[config.mk]
export PLATFORM = sky130hd
export DESIGN_NAME = audio_adc_receiver
export DESIGN_NICKNAME = d
export VERILOG_FILES = /design/src/rtl/audio_pkg.sv /design/src/rtl/audio_rx_fifo.sv /design/src/rtl/audio_adc_receiver.sv
export SDC_FILE = /design/constraint.sdc
export NUM_CORES = 1
export LEC_CHECK = 0
export CAP_MARGIN = 25
export CORE_MARGIN = 4
export CORE_UTILIZATION = 31
export DETAILED_ROUTE_END_ITERATION = 10
export DONT_BUFFER_PORTS = 1
export PLACE_DENSITY_LB_ADDON = 0.05
export SLEW_MARGIN = 0
export SYNTH_ARGS = -nofsm -noshare
export SYNTH_HDL_FRONTEND = slang
export SYNTH_SLANG_ARGS = --single-unit
[constraint.sdc]
create_clock -name clk -period 5.05 [get_ports clk]
set_input_delay 0 -clock clk [delete_from_list [all_inputs] [get_ports clk]]
set_output_delay 0 -clock clk [all_outputs]
set_load 0.01 [all_outputs]
[src/rtl/audio_pkg.sv]
// Shared types and defaults for the audio ADC receiver: capture FSM states and the stereo frame.
package audio_pkg;

  localparam int unsigned DefaultDataWidth = 16;

  typedef enum logic [1:0] {
    StWaitSync,
    StSkip,
    StShift,
    StHold
  } capture_state_e;

  typedef struct packed {
    logic [DefaultDataWidth-1:0] left;
    logic [DefaultDataWidth-1:0] right;
  } stereo_frame_t;

endpackage

[src/rtl/audio_rx_fifo.sv]
// First-word-fall-through frame buffer with count/full/empty, simultaneous push/pop and a
// sticky overflow flag.
module audio_rx_fifo #(
  parameter int unsigned Width = 32,
  parameter int unsigned Depth = 8
) (
  input  logic                     clk_i,
  input  logic                     reset_i,
  input  logic                     push_i,
  input  logic [Width-1:0]         wdata_i,
  input  logic                     pop_i,
  input  logic                     clear_overflow_i,
  output logic [Width-1:0]         rdata_o,
  output logic                     empty_o,
  output logic                     full_o,
  output logic [$clog2(Depth):0]   count_o,
  output logic                     overflow_o
);

  localparam int unsigned AddrW = $clog2(Depth);
  localparam int unsigned CntW  = AddrW + 1;

  logic [Width-1:0] mem_q [Depth];
  logic [AddrW-1:0] wr_ptr_q, rd_ptr_q;
  logic [CntW-1:0]  count_q;
  logic             overflow_q;
  logic             do_push, do_pop;

  always_comb begin
    empty_o    = (count_q == '0);
    full_o     = (count_q == CntW'(Depth));
    do_pop     = pop_i & ~empty_o;
    // A pop in the same cycle frees the slot, so a full buffer still accepts the push.
    do_push    = push_i & (~full_o | do_pop);
    rdata_o    = empty_o ? '0 : mem_q[rd_ptr_q];
    count_o    = count_q;
    overflow_o = overflow_q;
  end

  always_ff @(posedge clk_i) begin
    if (do_push) mem_q[wr_ptr_q] <= wdata_i;
  end

  always_ff @(posedge clk_i) begin
    if (reset_i) begin
      wr_ptr_q   <= '0;
      rd_ptr_q   <= '0;
      count_q    <= '0;
      overflow_q <= 1'b0;
    end else begin
      if (do_push) wr_ptr_q <= wr_ptr_q + AddrW'(1);
      if (do_pop)  rd_ptr_q <= rd_ptr_q + AddrW'(1);
      count_q <= count_q + CntW'(do_push) - CntW'(do_pop);
      if (push_i && !do_push) begin
        overflow_q <= 1'b1;
      end else if (clear_overflow_i) begin
        overflow_q <= 1'b0;
      end
    end
  end

endmodule

[src/rtl/audio_adc_receiver.sv]
// I2S ADC capture into a stereo frame FIFO, all in the clk domain.
// Define AUDIO_ADC_MONO_MIX_EN to push the averaged (L+R)/2 sample into both channels.
module audio_adc_receiver
  import audio_pkg::*;
#(
  parameter int unsigned DATA_WIDTH = DefaultDataWidth,
  parameter int unsigned FIFO_DEPTH = 8
) (
  input  logic                          clk,
  input  logic                          reset,
  input  logic                          AUD_BCLK,
  input  logic                          AUD_ADCLRCK,
  input  logic                          AUD_ADCDAT,
  input  logic                          rd_en,
  input  logic                          clear_overflow,
  output logic [DATA_WIDTH-1:0]         rd_left,
  output logic [DATA_WIDTH-1:0]         rd_right,
  output logic                          fifo_empty,
  output logic                          fifo_full,
  output logic [$clog2(FIFO_DEPTH):0]   fifo_count,
  output logic                          overflow
);

  localparam int unsigned BitCntW = $clog2(DATA_WIDTH + 1);

  logic [1:0] bclk_sync_q, lrck_sync_q, dat_sync_q;
  logic       bclk_prev_q, lrck_prev_q;
  logic       bclk_s, lrck_s, dat_s, bclk_rise, lrck_edge;

  always_ff @(posedge clk) begin
    if (reset) begin
      bclk_sync_q <= '0;
      lrck_sync_q <= '0;
      dat_sync_q  <= '0;
      bclk_prev_q <= 1'b0;
      lrck_prev_q <= 1'b0;
    end else begin
      bclk_sync_q <= {bclk_sync_q[0], AUD_BCLK};
      lrck_sync_q <= {lrck_sync_q[0], AUD_ADCLRCK};
      dat_sync_q  <= {dat_sync_q[0], AUD_ADCDAT};
      bclk_prev_q <= bclk_sync_q[1];
      lrck_prev_q <= lrck_sync_q[1];
    end
  end

  assign bclk_s    = bclk_sync_q[1];
  assign lrck_s    = lrck_sync_q[1];
  assign dat_s     = dat_sync_q[1];
  assign bclk_rise = bclk_s & ~bclk_prev_q;
  assign lrck_edge = lrck_s ^ lrck_prev_q;

  capture_state_e        state_q;
  logic [BitCntW-1:0]    bit_cnt_q;
  logic [DATA_WIDTH-1:0] shift_q, shift_next, left_q;
  logic [DATA_WIDTH-1:0] push_left_q, push_right_q;
  logic                  chan_q, left_valid_q, push_q;

  assign shift_next = {shift_q[DATA_WIDTH-2:0], dat_s};

`ifdef AUDIO_ADC_MONO_MIX_EN
  logic [DATA_WIDTH:0] mix_sum;
  assign mix_sum = {left_q[DATA_WIDTH-1], left_q} + {shift_next[DATA_WIDTH-1], shift_next};
`endif

  always_ff @(posedge clk) begin
    if (reset) begin
      state_q      <= StWaitSync;
      bit_cnt_q    <= '0;
      shift_q      <= '0;
      left_q       <= '0;
      chan_q       <= 1'b0;
      left_valid_q <= 1'b0;
      push_q       <= 1'b0;
      push_left_q  <= '0;
      push_right_q <= '0;
    end else begin
      push_q <= 1'b0;
      if (lrck_edge) begin
        state_q   <= StSkip;
        chan_q    <= lrck_s;
        bit_cnt_q <= '0;
        shift_q   <= '0;
        // A new left word starts a new frame; an edge mid-word abandons the frame in flight.
        if (state_q == StShift || !lrck_s) left_valid_q <= 1'b0;
      end else if (bclk_rise) begin
        case (state_q)
          StSkip: state_q <= StShift;
          StShift: begin
            shift_q   <= shift_next;
            bit_cnt_q <= bit_cnt_q + BitCntW'(1);
            if (bit_cnt_q == BitCntW'(DATA_WIDTH - 1)) begin
              state_q <= StHold;
              if (!chan_q) begin
                left_q       <= shift_next;
                left_valid_q <= 1'b1;
              end else if (left_valid_q) begin
                push_q       <= 1'b1;
                left_valid_q <= 1'b0;
`ifdef AUDIO_ADC_MONO_MIX_EN
                push_left_q  <= mix_sum[DATA_WIDTH:1];
                push_right_q <= mix_sum[DATA_WIDTH:1];
`else
                push_left_q  <= left_q;
                push_right_q <= shift_next;
`endif
              end
            end
          end
          default: ;
        endcase
      end
    end
  end

  logic [2*DATA_WIDTH-1:0] rd_frame;

  audio_rx_fifo #(
    .Width (2 * DATA_WIDTH),
    .Depth (FIFO_DEPTH)
  ) u_fifo (
    .clk_i            (clk),
    .reset_i          (reset),
    .push_i           (push_q),
    .wdata_i          ({push_left_q, push_right_q}),
    .pop_i            (rd_en),
    .clear_overflow_i (clear_overflow),
    .rdata_o          (rd_frame),
    .empty_o          (fifo_empty),
    .full_o           (fifo_full),
    .count_o          (fifo_count),
    .overflow_o       (overflow)
  );

  assign rd_left  = rd_frame[2*DATA_WIDTH-1:DATA_WIDTH];
  assign rd_right = rd_frame[DATA_WIDTH-1:0];

endmodule

==> metrics.md <==
| Metric | Value |
|---|---|
| Status | `complete, no violations` |
| Port bufs | `0` |
| CTS tree | `yes` |
| Relative slew slack | `0.338` |
| Avg Cell Area, Syn | `17.4 sq um` |
| Clk Tree Root Cell | `clkbuf_16` |
| Skew final | `roughly 0.015 ns` |
| Fin crit period | `2.96 ns` |
| DR iter-0 viols | `420` |
| Routed WL per cell | `22.0 um` |
| Via-to-Cell Ratio | `approximately 4.7` |
| Worst Max-Slew Pin Slew | `0.994 ns` |
| Critical path type | `flop to output port` |
| Leakage power | `between 5 and 6 nW` |
| Max Freq | `between 0.3 and 0.4 GHz` |
| Synth unique cells | `a little under 60` |
| Num CTS Buffers | `40` |
| Crit share post-route | `0.587` |
| Pwr Density | `roughly 450 nW/um^2` |
| Reg-to-reg slack, setup | `2.30 ns` |
| Core region area | `43,100 sq um` |
| Max Cap Viol | `0` |
| Crit start category | `flop` |
| Worst hold-check path type | `input pin to flop` |
| # DRC | `0` |
| Worst-path clk slew | `around 0.050 ns` |
| Share of cells above drive strength 1 | `0.204` |
| Hpwl dp | `between 15 and 20 mm` |
| Final setup violation count | `0` |
| Die width | `~220 um` |
| CTS Sinks | `around 350` |
| Place WS | `2.25 ns` |
| DR vias | `approximately 6.7k` |
| Seq/Total Area, Yosys | `0.711` |
| Post-synth EDFFs | `around 260` |
| Fin nets | `820` |
| # IOs | `46` |
| Cell row count | `between 70 and 80` |
| H-tree levels | `2` |
| Gate Count Post-Synth | `between 700 and 800` |
| Asr flop ratio synth | `0` |
| Die Area | `between 40,000 and 50,000 sq um` |
| RSZ-0062 raised after global routing | `no` |
| Most Crowded Layer GR | `met2` |
| Die H | `about 220 um` |
| Setup TNS | `0 ns` |
| Synthesized Nets | `slightly below 800` |
| Netlist Area Pre-Place | `13,500 sq um` |
| Antenna violations before repair | `0` |
| Yosys warns | `0` |
| Vias in the first global route | `roughly 7.2k` |
| M2 GR Usage | `0.225` |
| N_diodes | `0` |
| DR pass1 iterations | `6` |
| Final hold violation count | `0` |
| WP data arrival | `2.96 ns` |
| Placer congestion estimate | `0.707` |
| Worst setup margin | `roughly 2.1 ns` |
| Final core occ | `0.362` |
| Clk_lat worst skew | `between 0.5 and 0.6 ns` |
| Global Route met1 Usage | `0.173` |
| Drt total wl | `31.2 mm` |
| First-pass GRT wire length | `around 47 mm` |
| Routed Antenna Nets | `0` |
| Largest net degree at the start of global routing | `95` |
| All-Layer GR Usage | `0.134` |
| Most frequently used flop master after synthesis | `edfxtp_1` |
| CP required | `about 5.1 ns` |
| CTS max path bufs | `3` |
| Maximum vdd drop | `~0.00025 V` |
| Met3 Usage GRT | `0.0262` |
| Synthesized flop and latch total | `~350` |
| Grt ovf | `0` |
| Max-slew violations | `0` |
| Nature of the critical path endpoint | `output port` |
| Crit-path max FO | `35` |
| Area Growth Syn to Fin | `15.6%` |
| Initial core utilization | `0.313` |
timing repair:
| action | in CTS | in global routing |
|---|---|---|
| setup buffers | 0 | 0 |
| endpoints found under the hold margin | 95 | 0 |
| hold buffers | 8 | 0 |
| gates resized for setup | 0 | 0 |
layout make-up:
cell class	count	area (sq um)
timing repair buffer	26	233
fill	4013	27500
inverter	19	71.3
tap	585	732
clock inverter	18	138
sequential	351	9590
clock buffer	56	1140
multi-input combinational	364	3690
cells in the mapped netlist, drive strengths merged, types with 2 or more instances:
| cell | number | area share |
|---|---|---|
| a21oi | 24 | 0.0089 |
| a22o | 32 | 0.021 |
| and3 | 2 | 0.00093 |
| buf | 18 | 0.0078 |
| clkbuf | 21 | 0.0058 |
| dfxtp | 95 | 0.14 |
| dlygate4sd1 | 2 | 0.0013 |
| edfxtp | 256 | 0.57 |
| ha | 10 | 0.0093 |
| inv | 19 | 0.0053 |
| mux2 | 2 | 0.0017 |
| mux2i | 49 | 0.036 |
| mux4 | 64 | 0.11 |
| nand2 | 38 | 0.011 |
| nand2b | 59 | 0.028 |
| nand3 | 2 | 0.00074 |
| nor2 | 15 | 0.0042 |
| nor2b | 13 | 0.0060 |
| nor3 | 4 | 0.0015 |
| nor4 | 4 | 0.0041 |
| o21ai | 7 | 0.0029 |
| or2b | 10 | 0.0059 |
| or3 | 3 | 0.0014 |
| or3b | 2 | 0.0013 |
| xor2 | 2 | 0.0019 |
cell usage in the layout, fill, tap and decap left out, types with 5 or more instances in the layout:
master           n
clkbuf_16       42
edfxtp_1       256
clkbuf_1        10
ha_1            10
dfxtp_1         93
or2b_1           6
nand2_1         38
nand2b_1        54
a21oi_1         24
nand2b_2         5
nor2b_1         13
mux2i_1         49
buf_4           18
clkinv_2         6
dlygate4sd3_1    7
mux4_2          64
inv_1           16
a22o_1          32
nor2_1          11
clkinv_1         8
report_power, final:
group          internal (mW)  switching (mW)  total, mW  leakage, nW
Sequential              3.08           0.108       3.19         3.54
Clock                   1.68            1.13       2.82        0.631
Combinational          0.424           0.519      0.943         1.18
state kept, by name, indices dropped and copies added, names as in the netlist, 2 cells and up, named ones only:
signal	flops
push_left_q	16
bclk_sync_q	2
u_fifo.wr_ptr_q	3
push_right_q	16
state_q	2
shift_q	15
left_q	16
dat_sync_q	2
lrck_sync_q	2
u_fifo.count_o	4
u_fifo.rd_ptr_q	3
u_fifo.mem_q	256
bit_cnt_q	5
critical path: stages, from the launching register on:
cell     delay [ns]
dfxtp_2        0.97
buf_4          0.64
mux4_2         0.41
a22o_1         0.33
routing by layer:
metal	wire length, um	vias to the layer above
met5	0	-
met4	811	0
met3	1390	54
met2	15300	120
met1	13700	3510
li1	-	3038
worst paths after layout:
| check | start | cells past startpoint | endpoint |
|---|---|---|---|
| min | AUD_ADCLRCK | 2 | lrck_sync_q[0] |
| min reg2reg | bclk_sync_q[0] | 1 | bclk_sync_q[1] |
| max reg2reg | u_fifo.count_o[2] | 6 | u_fifo.mem_q[3][26] |
| max | flop | 3 | rd_right[14] |
stage by stage:
| step | hold slack (ns) | cell area, sq um | instances | total power, mW |
|---|---|---|---|---|
| after detailed placement | 0.0676 | 14200 | 1337 | 4.20 |
| final | 0.114 | 15600 | 1419 | 6.95 |
| after global placement | 0.0739 | 14200 | 1337 | 4.19 |
| after CTS | 0.0897 | 15600 | 1419 | 7.09 |
| after global routing | 0.155 | 15600 | 1419 | 7.27 |
| after floorplan | 0.128 | 13500 | 775 | 3.93 |
cells by family after synthesis:
logic type / share of synthesized area
DFF: 0.711
and+or+nand+nor: 0.0710
muxes: 0.145
AOI/OAI and AO/OA: 0.0400
buffers and inverters: 0.0202
adders and majority gates: 0.0108
xor gates and xnor gates: 0.00250
No activity file was read; power rests on OpenSTA's default activity.
